`src/rtl/enigma_pkg.sv`:
```
// Shared definitions for the enigma stream controller: letter range, FSM
// state encoding and the letter test used when scanning the source RAM.
package enigma_pkg;

    localparam int LETTER_MIN = 1;
    localparam int LETTER_MAX = 26;

    typedef enum logic [2:0] {
        ST_IDLE  = 3'd0,
        ST_FETCH = 3'd1,
        ST_CHECK = 3'd2,
        ST_SEND  = 3'd3,
        ST_WAIT  = 3'd4,
        ST_DONE  = 3'd5
    } state_e;

    function automatic logic is_letter(input logic [31:0] s);
        return (s >= 32'(LETTER_MIN)) && (s <= 32'(LETTER_MAX));
    endfunction

endpackage

```
`src/rtl/enigma_sp_ram.sv`:
```
// DEPTH x WIDTH RAM with one write port and one read port whose address is
// registered, so read data follows the address by one clock.
module enigma_sp_ram #(
    parameter int DEPTH = 16,
    parameter int WIDTH = 6,
    localparam int AW = $clog2(DEPTH)
) (
    input  logic             clk_i,
    input  logic             we,
    input  logic [AW-1:0]    waddr,
    input  logic [WIDTH-1:0] wdata,
    input  logic [AW-1:0]    raddr,
    output logic [WIDTH-1:0] rdata
);

    logic [WIDTH-1:0] mem [DEPTH];
    logic [AW-1:0]    raddr_q;

    // No reset on purpose: contents must survive a controller reset.
    always_ff @(posedge clk_i) begin
        if (we) begin
            mem[waddr] <= wdata;
        end
        raddr_q <= raddr;
    end

    assign rdata = mem[raddr_q];

endmodule

```
`src/rtl/enigma_stream_ctrl.sv`:
```
// Scans a message in the source RAM, sends each letter (1..26) to the cipher
// core and stores the core's results contiguously in the destination RAM.
module enigma_stream_ctrl
    import enigma_pkg::*;
#(
    parameter int DEPTH  = 16,
    parameter int SYMB_W = 6,
    localparam int AW = $clog2(DEPTH)
) (
    input  logic              clk_i,
    input  logic              rst_i,
    input  logic              start_i,
    input  logic [AW:0]       len_i,
    output logic              busy_o,
    output logic              done_o,
    output logic [AW:0]       out_cnt_o,
    input  logic              src_we_i,
    input  logic [AW-1:0]     src_addr_i,
    input  logic [SYMB_W-1:0] src_data_i,
    input  logic [AW-1:0]     dst_addr_i,
    output logic [SYMB_W-1:0] dst_data_o,
    output logic [SYMB_W-1:0] core_s_o,
    output logic              core_valid_o,
    input  logic              core_ready_i,
    input  logic [SYMB_W-1:0] core_s_i,
    input  logic              core_valid_i
);

    localparam logic [AW:0] DEPTH_L = (AW+1)'(DEPTH);

    state_e            state_q;
    logic [AW:0]       len_eff_q;
    logic [AW:0]       rd_idx_q;
    logic [AW:0]       out_cnt_q;
    logic [SYMB_W-1:0] core_s_q;
    logic              done_q;

    logic [AW:0]       len_clamp;
    logic [AW:0]       rd_idx_nxt;
    logic              last_entry;
    logic              src_we;
    logic              dst_we;
    logic [SYMB_W-1:0] src_rdata;

    assign len_clamp  = (len_i > DEPTH_L) ? DEPTH_L : len_i;
    assign rd_idx_nxt = rd_idx_q + (AW+1)'(1);
    assign last_entry = (rd_idx_nxt == len_eff_q);

    // Host writes only land while idle so a running scan sees a frozen message.
    assign src_we = src_we_i && (state_q == ST_IDLE);
    assign dst_we = core_valid_i && (state_q == ST_WAIT);

    enigma_sp_ram #(
        .DEPTH (DEPTH),
        .WIDTH (SYMB_W)
    ) u_src_ram (
        .clk_i (clk_i),
        .we    (src_we),
        .waddr (src_addr_i),
        .wdata (src_data_i),
        .raddr (rd_idx_q[AW-1:0]),
        .rdata (src_rdata)
    );

    enigma_sp_ram #(
        .DEPTH (DEPTH),
        .WIDTH (SYMB_W)
    ) u_dst_ram (
        .clk_i (clk_i),
        .we    (dst_we),
        .waddr (out_cnt_q[AW-1:0]),
        .wdata (core_s_i),
        .raddr (dst_addr_i),
        .rdata (dst_data_o)
    );

    // Handshake: a symbol transfers on a cycle with core_valid_o and
    // core_ready_i both high; core_s_o is held while valid waits for ready.
    always_ff @(posedge clk_i) begin
        if (rst_i) begin
            state_q   <= ST_IDLE;
            len_eff_q <= '0;
            rd_idx_q  <= '0;
            out_cnt_q <= '0;
            core_s_q  <= '0;
            done_q    <= 1'b0;
        end else begin
            done_q <= 1'b0;
            case (state_q)
                ST_IDLE: begin
                    if (start_i) begin
                        len_eff_q <= len_clamp;
                        rd_idx_q  <= '0;
                        out_cnt_q <= '0;
                        state_q   <= (len_clamp == '0) ? ST_DONE : ST_FETCH;
                    end
                end
                ST_FETCH: begin
                    state_q <= ST_CHECK;
                end
                ST_CHECK: begin
                    if (is_letter(32'(src_rdata))) begin
                        core_s_q <= src_rdata;
                        state_q  <= ST_SEND;
                    end else begin
                        rd_idx_q <= rd_idx_nxt;
                        state_q  <= last_entry ? ST_DONE : ST_FETCH;
                    end
                end
                ST_SEND: begin
                    if (core_ready_i) begin
                        state_q <= ST_WAIT;
                    end
                end
                ST_WAIT: begin
                    if (core_valid_i) begin
                        out_cnt_q <= out_cnt_q + (AW+1)'(1);
                        rd_idx_q  <= rd_idx_nxt;
                        state_q   <= last_entry ? ST_DONE : ST_FETCH;
                    end
                end
                ST_DONE: begin
                    done_q  <= 1'b1;
                    state_q <= ST_IDLE;
                end
                default: begin
                    state_q <= ST_IDLE;
                end
            endcase
        end
    end

    assign busy_o       = (state_q != ST_IDLE);
    assign done_o       = done_q;
    assign out_cnt_o    = out_cnt_q;
    assign core_s_o     = core_s_q;
    assign core_valid_o = (state_q == ST_SEND);

endmodule

```
`config.mk`:
```
export PLATFORM = sky130hd
export DESIGN_NAME = enigma_stream_ctrl
export DESIGN_NICKNAME = d
export VERILOG_FILES = /design/src/rtl/enigma_pkg.sv /design/src/rtl/enigma_sp_ram.sv /design/src/rtl/enigma_stream_ctrl.sv
export SDC_FILE = /design/constraint.sdc
export NUM_CORES = 1
export LEC_CHECK = 0
export CAP_MARGIN = 40
export CORE_MARGIN = 1
export CORE_UTILIZATION = 59
export CTS_CLUSTER_DIAMETER = 40
export DETAILED_ROUTE_END_ITERATION = 12
export GPL_ROUTABILITY_DRIVEN = 0
export PLACE_DENSITY = 0.79
export SLEW_MARGIN = 20
export SYNTH_ARGS = -nofsm -noshare
export SYNTH_HDL_FRONTEND = slang
export SYNTH_SLANG_ARGS = --single-unit
```
`constraint.sdc`:
```
create_clock -name clk_i -period 5 [get_ports clk_i]
set_input_delay 0.5 -clock clk_i [delete_from_list [all_inputs] [get_ports clk_i]]
set_output_delay 0.5 -clock clk_i [all_outputs]
set_load 0.02 [all_outputs]
```
**After elaboration in Yosys (flattened, before gate mapping)**

Memory sizes are Yosys's and may differ from the RTL's. A register that Yosys moved wholly into a read port is not among the register bits.
Cells that the tools add are included.

- $lt $le $gt $ge: 3
- Shift operators: 0
- Divide/modulo/power cells: 0
- Bitwise gates (word level): 0
- Equality and inequality tests: 10
- $mul: 0
- $add $sub $neg: 2
- Mux-type cells: 19
- Reduce and logical (&&, ||, !) cells: 13

Operator list:

| cell | number |
|---|---|
| 5-bit two-way mux | 5 |
| 3-bit two-way mux | 6 |
| 3-bit case mux with 5 select lines | 1 |
| 5-bit case mux with 3 select lines | 1 |
| 5-bit by 1-bit adder with 5-bit output (second input constant) | 2 |
| 5-bit case mux with 2 select lines | 1 |
| 3-bit by 2-bit equality test with 1-bit output (second input constant) | 2 |
| 3-bit equality test (second input constant) | 2 |
| 6-bit by 1-bit greater-or-equal comparator with 1-bit output (second input constant) | 1 |
| 6-bit by 5-bit less-or-equal comparator with 1-bit output (second input constant) | 1 |
| 2-bit inequality test (second input constant) | 3 |
| 3-bit AND reduction | 2 |
| 3-bit nonzero test | 2 |
| 5-bit equality test | 1 |
| 5-bit greater-than comparator (second input constant) | 1 |
| 5-bit zero test | 1 |
| 1-bit two-way mux | 5 |
| 2-bit AND reduction | 2 |
| 4-bit AND reduction | 1 |
| 3-bit by 1-bit equality test with 1-bit output (second input constant) | 1 |
| 1-bit logical AND | 3 |
| 3-bit zero test | 1 |
| 2-bit by 1-bit inequality test with 1-bit output (second input constant) | 1 |
| 2-bit nonzero test | 1 |

- ROM bits: 0
- Memories: 2
- Bits in latches: 0
- Bits of input ports: 31
- RAM bits: 192
- Register bits after elaboration: 25
- Word-level logic and storage cells: 55
- Output and inout port bits: 20

Memories:

| memory | words | width | rd ports | clocked after memory_dff | wr ports | RTL line | text |
|---|---|---|---|---|---|---|---|
| u_dst_ram.mem | 16 | 6 | 1 | 1 | 1 | enigma_sp_ram.sv:16 | `logic [WIDTH-1:0] mem [DEPTH];` |
| u_src_ram.mem | 16 | 6 | 1 | 1 | 1 | enigma_sp_ram.sv:16 |  |

**Depth between registers and ports, before layout**

- Depth in word-level cells: 6
- Depth in mapped cells: 12
- Depth with buffers taken out: 8

**Modules after synthesis**

A second synthesis with hierarchy kept.

- Cells, all modules: 510
- Area, all modules: 9043.7 µm²

By module, submodules not included:

| module | cells an instance | sequential area each (µm²) | times used | area each (µm²) |
|---|---|---|---|---|
| enigma_sp_ram | 176 | 2962.8 | 2 | 3854.9 |
| enigma_stream_ctrl | 158 | 500.5 | 1 | 1333.8 |

**Worst setup path after synthesis**

OpenSTA, ideal clock, no wires.

- Kind: reg2reg
- Start: register with a tool-made name
- End: register core_s_q[0] (netlist: core_s_o[0])
- Required time: 4.879 ns
- Buffers on the path: 2
- Clock period less this slack: 2.738 ns
- Data arrival time: 2.617 ns
- Cell stages (with the launch flop): 11
- Path slack: 2.262 ns
- Setup time: 0.121 ns
- Path through: dfxtp_1 -> clkbuf_1 -> mux4_2 -> a22oi_1 -> nand3_1 -> or3_1 -> o31ai_1 -> nor2_1 -> nand4bb_1 -> buf_2 -> mux2_2

RTL lines:

| what | RTL line | text |
|---|---|---|
| to (signal assigned) | enigma_stream_ctrl.sv:103 | `core_s_q <= src_rdata;` |
| to (decl) | enigma_stream_ctrl.sv:35 | `logic [SYMB_W-1:0] core_s_q;` |

==> impl_metrics.tcl <==
set metrics [dict create \
    status "complete, but fails checks" \
    violations "DRC" \
    cts-root-buf "clkbuf_16" \
    wl_per_cell_um 22.5 \
    cts_max_level 1 \
    clock_skew_ns 0.00901 \
    synth_flop_cell "edfxtp_1" \
    clkTransAtPathRegs_ns 0.06 \
    pwr-share-clk_pct 47.1 \
    place_area_um2 9630 \
    syn-cell-area_um2 8930 \
    cp_common_cell "mux4_2" \
    total_power_uw 4320 \
    die_h_um 125 \
    core-area_um2 14600 \
    initial_utilization_pct 61.0 \
    hold_path_class "input pin to flip-flop" \
    slew_headroom_pct 53.0 \
    finalNonFillerCells 792 \
    first_iter_violations 385 \
    final_common_cell "edfxtp_1" \
    post-route-min-period_ns 3.42 \
    ys_seq_elements 225 \
    clock.fmax_mhz 293 \
    stdcell_area_um2 10600 \
    power_switching_uw 964 \
    post-cts-setup-buffers 0 \
    grt_pass1_vias 5047 \
    rows 44 \
    drive_gt1_share_pct 20.1 \
    drt_first_pass_iters 9 \
    synth_enable_flop_cells 192 \
    n_antenna_cell 0 \
    comb_power_share_pct 4.9 \
    crit_path_start_kind "flip-flop" \
    p_sw_share_pct 22.3 \
    cts.sink_count 225 \
    antenna_found_initial 0 \
    crit_fanout 24 \
    viasPerCell 6.16 \
    finalSetupTns_ns 0 \
    p_int_uw 3360 \
    rsz0062_at_grt "false" \
    crit_chain "buf_4, mux4_2, mux4_2, clkdlybuf4s50_1" \
    cts-hold-fix-buffers 0 \
    grt_max_degree 25 \
    drv_cap 0 \
    setup_violations 0 \
    die_x_um 125 \
    leakagePower_uw 0.00345 \
    tightest_slew_ns 0.703 \
    numCtsBuffers 30 \
    insertion_delay_ns 0.54 \
    dieArea_um2 15600 \
    synthCells 513 \
    crit_path_top_delay_cell "mux4_2" \
    finalNetCount 621 \
    synth-async-reset-ratio_pct 0 \
    cts_max_path_buffers 3 \
    avgSynthCellArea_um2 17.4 \
    vias 4880 \
    endpoint_kind "output pin" \
    crit_arrival_ns 2.92 \
    n_fill_cell 897 \
    grt.overflow.total 0 \
    ios 51 \
    ant_nets 0 \
    power_density_nw_per_um2 407 \
    report.final.slew_viol_count 0 \
    drt_wl_total_mm 17.8 \
    timing.hold.ws_ns 0.409 \
    yosysWarnings 0 \
    fin_crit_sh_pct 68.4 \
    path_class "flip-flop to output pin" \
    ys_types 45 \
    areaGrowthSynthToFinish_pct 19.1 \
    cts_tree "done" \
    cts_resized 0 \
    grt_pass1_wl_mm 28.1 \
    hpwl_mm 11.8 \
    crit_family "multiplexers" \
    grt_usage_pct 23.8 \
    ir_drop_uv 521 \
    synth_nets 549 \
    final_hold_viol_count 0 \
    drc 6 \
    cp.required_ns 4.50 \
    p_seq_share_pct 48.0 \
    layout_common_cells "edfxtp_1 (192), mux4_2 (50), clkdlybuf4s50_1 (50)" \
    crit_buf_inv 2 \
    place_inst 735 \
    portBuffers 50 \
    ys_seq_area_share_pct 72.0 \
    slowest_delay_ns 0.62 \
]
## synth_stat cells (5+ instances only)
master	instances	area [um2]
nand2b_1	6	37.5
buf_1	5	18.8
mux4_2	50	1130
inv_1	7	26.3
o21ai_0	5	25.0
clkbuf_1	15	56.3
ha_1	5	62.6
or3_1	6	37.5
edfxtp_1	192	5770
nor2_1	35	131
mux2i_1	11	110
dfxtp_1	33	661
a21oi_1	14	70.1
nor2b_1	7	43.8
xor2_1	8	70.1
nand3_1	12	60.1
a22oi_1	6	45.0
nand2_1	37	139
nor3_1	14	70.1
## state kept, by name, indices dropped and copies added (netlist names), named ones only
signal,flops
rd_idx_q,5
len_eff_q,5
core_s_o,6
out_cnt_o,5
u_src_ram.mem,96
state_q,3
u_dst_ram.mem,96
done_o,1
## stage by stage
stage / utilization (%) / setup WS [ns]
after floorplan: - / 2.26
after global placement: 65.4 / 1.50
after detailed placement: 65.8 / 1.65
after CTS: 72.5 / 1.53
after global routing: 72.6 / 1.42
final: 72.6 / 1.58
## final cells by class
cell class	count	area, um2	share of cell area [%]
Multi-Input combinational cell	257	2360	22.2
Timing Repair Buffer	64	606	5.69
Tap cell	184	230	2.16
Inverter	7	26.3	0.247
Clock inverter	24	206	1.94
Clock buffer	31	776	7.29
Sequential cell	225	6430	60.4
## layer usage
| metal | GRT usage, % | share of wire (%) | vias up |
|---|---|---|---|
| met2 | 41.7 | 53 | 209 |
| met5 | 0 | 0 | - |
| li1 | - | - | 2179 |
| met1 | 30.7 | 39 | 2452 |
| met3 | 3.89 | 5.7 | 40 |
| met4 | 7.46 | 2.9 | 0 |
## worst paths after layout
path,start,to,slack [ns],cells after the start
min,dst_addr_i[1],flip-flop,0.41,1
max reg2reg,flip-flop,core_s_o[0],1.62,9
min reg2reg,rd_idx_q[3],flip-flop,0.42,0
max,flip-flop,dst_data_o[0],1.58,4
## cell families after synthesis
group | Yosys count | share of synthesized area (%)
AOI/OAI and AO/OA | 42 | 3.20
xor gates and xnor gates | 12 | 1.18
and+or+nand+nor | 135 | 7.29
adders and majority gates | 5 | 0.701
muxes | 63 | 14.1
buffers and inverters | 31 | 1.57
DFF | 225 | 72.0
## power groups by stage
stage / Combinational, uW / Clock, uW / Sequential [uW]
final: 212 / 2040 / 2080
after global routing: 228 / 2140 / 2080
after CTS: 213 / 2070 / 2080
after detailed placement: 210 / 0 / 2110
after global placement: 197 / 0 / 2120
after floorplan: 125 / 0 / 2100
## worst reg2reg max path, cell delays in order, from the launching register on
cell	delay (ns)
dfxtp_1	0.76
buf_4	0.31
mux4_2	0.32
a22oi_1	0.20
nand3_1	0.15
or3_1	0.41
o31ai_1	0.31
nor2_1	0.12
nand4bb_1	0.30
mux2_2	0.38
(Power assumes the default switching activity.)
==> RTL change 1, RTL diff (same flow settings) <==
Make the reset (`rst_i`) asynchronous in one clocked block.
--- a/src/rtl/enigma_stream_ctrl.sv
+++ b/src/rtl/enigma_stream_ctrl.sv
@@ -77,5 +77,5 @@
     // Handshake: a symbol transfers on a cycle with core_valid_o and
     // core_ready_i both high; core_s_o is held while valid waits for ready.
-    always_ff @(posedge clk_i) begin
+    always_ff @(posedge clk_i or posedge rst_i) begin
         if (rst_i) begin
             state_q   <= ST_IDLE;
Behaviour: differs if rst_i is asserted again (counterexample within 4 cycles, from zero or initial values and one cycle with rst_i high); with rst_i held inactive, the same outputs for 10 cycles.
==> RTL change 1 against the unedited design <==
- the flow still finishes with violations (design-rule violations)
- register-to-register slack better by 370 ps
- sequential cell count unchanged
- wire length decreased by 0.38%
- design area is 0.31% higher
- via count down 1.9%
- area after synthesis increased by 0.46%
- non-clock buffer count is 1 lower
- worst setup slack got worse by 1.7 ps
- critical path type unchanged
- critical endpoint is now dst_data_o[4]
- highest routed layer unchanged
Power is not compared: it rests on default switching activity, and its combinational part moved more than twofold at a synthesized area within 25%.
==> RTL change 1: results <==
{
  "numPortBuffers": 50,
  "setup_viol": 0,
  "r2r_cells": 8,
  "wl_met1_mm": 6.81,
  "r2r_slack_ps": 1990,
  "clock_skew_ps": 10.4,
  "avgSynthCellArea_um2": 18.5,
  "dpl.hpwl_mm": 11.9,
  "synth_compound_area_frac": 0.0349,
  "postSynthNetCount": 521,
  "hold_viol_final": 0,
  "use_met3": 0.0372,
  "drive_gt1_frac": 0.210,
  "fillers": 846,
  "cts_made_buffers": 29,
  "hold_ws_ps": 331,
  "n_antenna_cell": 0,
  "grt_use_total": 0.237,
  "finalWirelength_mm": 17.8,
  "async_flop_share": 0.111,
  "clk_pin_slew_worst_paths_ps": 50,
  "critPathMaxFanout": 24,
  "worst_slew_pin_slew_ps": 834,
  "post_synth_xor_area_fraction": 0.0107,
  "yosysSeqAreaShare": 0.730,
  "min_path_type": "in2async",
  "synthMuxAreaShare": 0.146,
  "post_drt_via_cell_ratio": 6.26,
  "place_inst": 709,
  "status": "finished with violations",
  "grt_util_met2": 0.419,
  "drt_iter0_drc": 388,
  "reg2reg_to": "rd_idx_q[0]",
  "ys_types": 44,
  "grt_pass1_wl_mm": 27.7,
  "fin_ws_ps": 1580,
  "route.detailed.drc": 3,
  "post_dp_cell_area_mm2": 0.00971,
  "met3_wirelength_um": 938,
  "pre_cts_ws_ps": 1910,
  "synth_fa_ha_area_frac": 0.00697,
  "netlist_top_cells_count": "192 x edfxtp_1, 52 x mux4_2, 32 x nor2_1, 29 x nand2_1, 25 x dfrtp_1",
  "synthFlopType": "edfxtp_1",
  "layout.nets": 595,
  "violations": "design-rule violations",
  "grt_pass1_vias": 5014,
  "synth_top_cells_by_area": "edfxtp_1 64%, mux4_2 13%, dfrtp_1 7.0%",
  "layout.cells.non_filler": 764,
  "crit_end": "dst_data_o[4]",
  "grt_max_degree": 25,
  "route.met2.wl_mm": 9.43,
  "grtUsageMet1": 0.296,
  "p_comb_mw": 0.991,
  "clk-insertion-delay-late_ps": 520
}
-- RTL change 1: cell count changes after synthesis, moves of 5 or more --
cell      unedited run  this run
a21oi_1             14         8
clkbuf_1            15         9
dfrtp_1              0        25
dfxtp_1             33         8
nand2_1             37        29
o21ai_0              5        11
or3_1                6         1
-- RTL change 1: area by class of cell --
class	instances	area [um2]	area share
Clock buffer	34	744	0.0698
Clock inverter	18	196	0.0184
Inverter	8	30.0	0.00281
Multi-Input combinational cell	232	2290	0.215
Sequential cell	225	6550	0.614
Tap cell	184	230	0.0216
Timing Repair Buffer	63	623	0.0584
-- RTL change 1: worst max-delay path, delay by kind of cell, from the launching register on --
kind	cells	cell delay, ps
flip-flops	1	310
buffers and inverters	2	960
multiplexers	2	1100
==> RTL change 2, RTL diff (same settings) <==
Without the edit above. Change the parameter `SYMB_W` from 6 to 4.
--- a/src/rtl/enigma_stream_ctrl.sv
+++ b/src/rtl/enigma_stream_ctrl.sv
@@ -5,5 +5,5 @@
 #(
     parameter int DEPTH  = 16,
-    parameter int SYMB_W = 6,
+    parameter int SYMB_W = 4,
     localparam int AW = $clog2(DEPTH)
 ) (
Interface: changed (resized core_s_i, core_s_o, dst_data_o and src_data_i); port bits go from 51 to 43. No check against the original RTL was run, so the function may have changed too.
==> RTL change 2 against the unedited design <==
- non-clock buffer count down 17
- synthesized cell count down 22%
- wire length down 30%
- worst setup slack worse by 60 ps
- utilization down 0.31 points
- area after synthesis down 27%
- combinational power down 18%
- design area down 29%
- sequential cell count down 66
- first-iteration DRC count down 31%
- fmax down 1.7%
- total power down 36%
==> RTL change 2: results <==
{
  "cts_buffer_depth": 2,
  "internal_power_mw": 2.18,
  "place_inst": 564,
  "synth_compound_area_frac": 0.0426,
  "vdd_drop_max_uv": 289,
  "ys_types": 49,
  "reg2reg_to": "rd_idx_q[1]",
  "holdPathStages": 0,
  "r2r_slack_ps": 1930,
  "dpl.hpwl_mm": 8.42,
  "numPortBuffers": 42,
  "clkPwrFrac": 0.411,
  "grt_use_total": 0.243,
  "p_comb_mw": 0.173,
  "layout.nets": 481,
  "cts_made_buffers": 17,
  "yosysSeqAreaShare": 0.685,
  "relSlewSlack": 0.478,
  "fmax_mhz": 288,
  "synthCells": 400,
  "r2r_cells": 7,
  "clockRootBuffer": "clkbuf_8",
  "netlist_top_cells_count": "128 x edfxtp_1, 41 x nor2_1, 31 x dfxtp_1, 23 x mux4_2, 22 x nand2_1",
  "synth_fa_ha_area_frac": 0.00960,
  "critPathMaxFanout": 10,
  "grt_pass1_wl_mm": 19.7,
  "n_antenna_cell": 0,
  "synth_top_cells_by_area": "edfxtp_1 59%, dfxtp_1 9.5%, mux4_2 8.0%",
  "cts_max_level": 4,
  "synth_enable_flop_cells": 128,
  "status": "finished clean",
  "power_switching_mw": 0.601,
  "layout.cells.non_filler": 598,
  "pre_cts_ws_ps": 1970,
  "route.detailed.wl_per_inst_um": 20.9,
  "leakage_nw": 2.44,
  "post_drt_via_cell_ratio": 6.08,
  "crit_arrival_ps": 2980,
  "min_path_type": "reg2reg",
  "postSynthNetCount": 432,
  "post_dp_cell_area_mm2": 0.00706,
  "clock_skew_ps": 10.7,
  "hold_ws_ps": 401,
  "drt_iter0_drc": 266,
  "synthMuxAreaShare": 0.132,
  "min_from": "rd_idx_q[1]",
  "drive_gt1_frac": 0.145,
  "grt_pass1_vias": 3620,
  "dr.pass1.iters": 5
}
-- RTL change 2: cell count changes in the layout (fill, tap and decap cells not counted), sizes merged, moves of 11 or more --
cell and delta:
edfxtp -64, nand2 -15, mux4 -14, inv -12
clkbuf -11, mux2i -11
-- RTL change 2: final cells by class --
class                   instances  area [um2]
fillers                       621        2910
clock buffers                  20         425
repair buffers                 47         490
multi-input cells             218        1930
flip-flops and latches        159        4460
clock inverters                12        97.6
well taps                     136         170
inverters                       6        22.5
-- RTL change 2: worst max-delay path: stages, from the launching register on --
cell and delay, ps:
dfxtp_1 670, buf_16 220, mux4_2 520, mux4_2 480, clkdlybuf4s50_1 550
-- RTL change 2: per-layer routing --
layer / wire length [um] / GRT usage
met1: 5240 / 0.327
met2: 6340 / 0.385
met3: 831 / 0.0748
met4: 105 / 0.0695
met5: 0 / 0
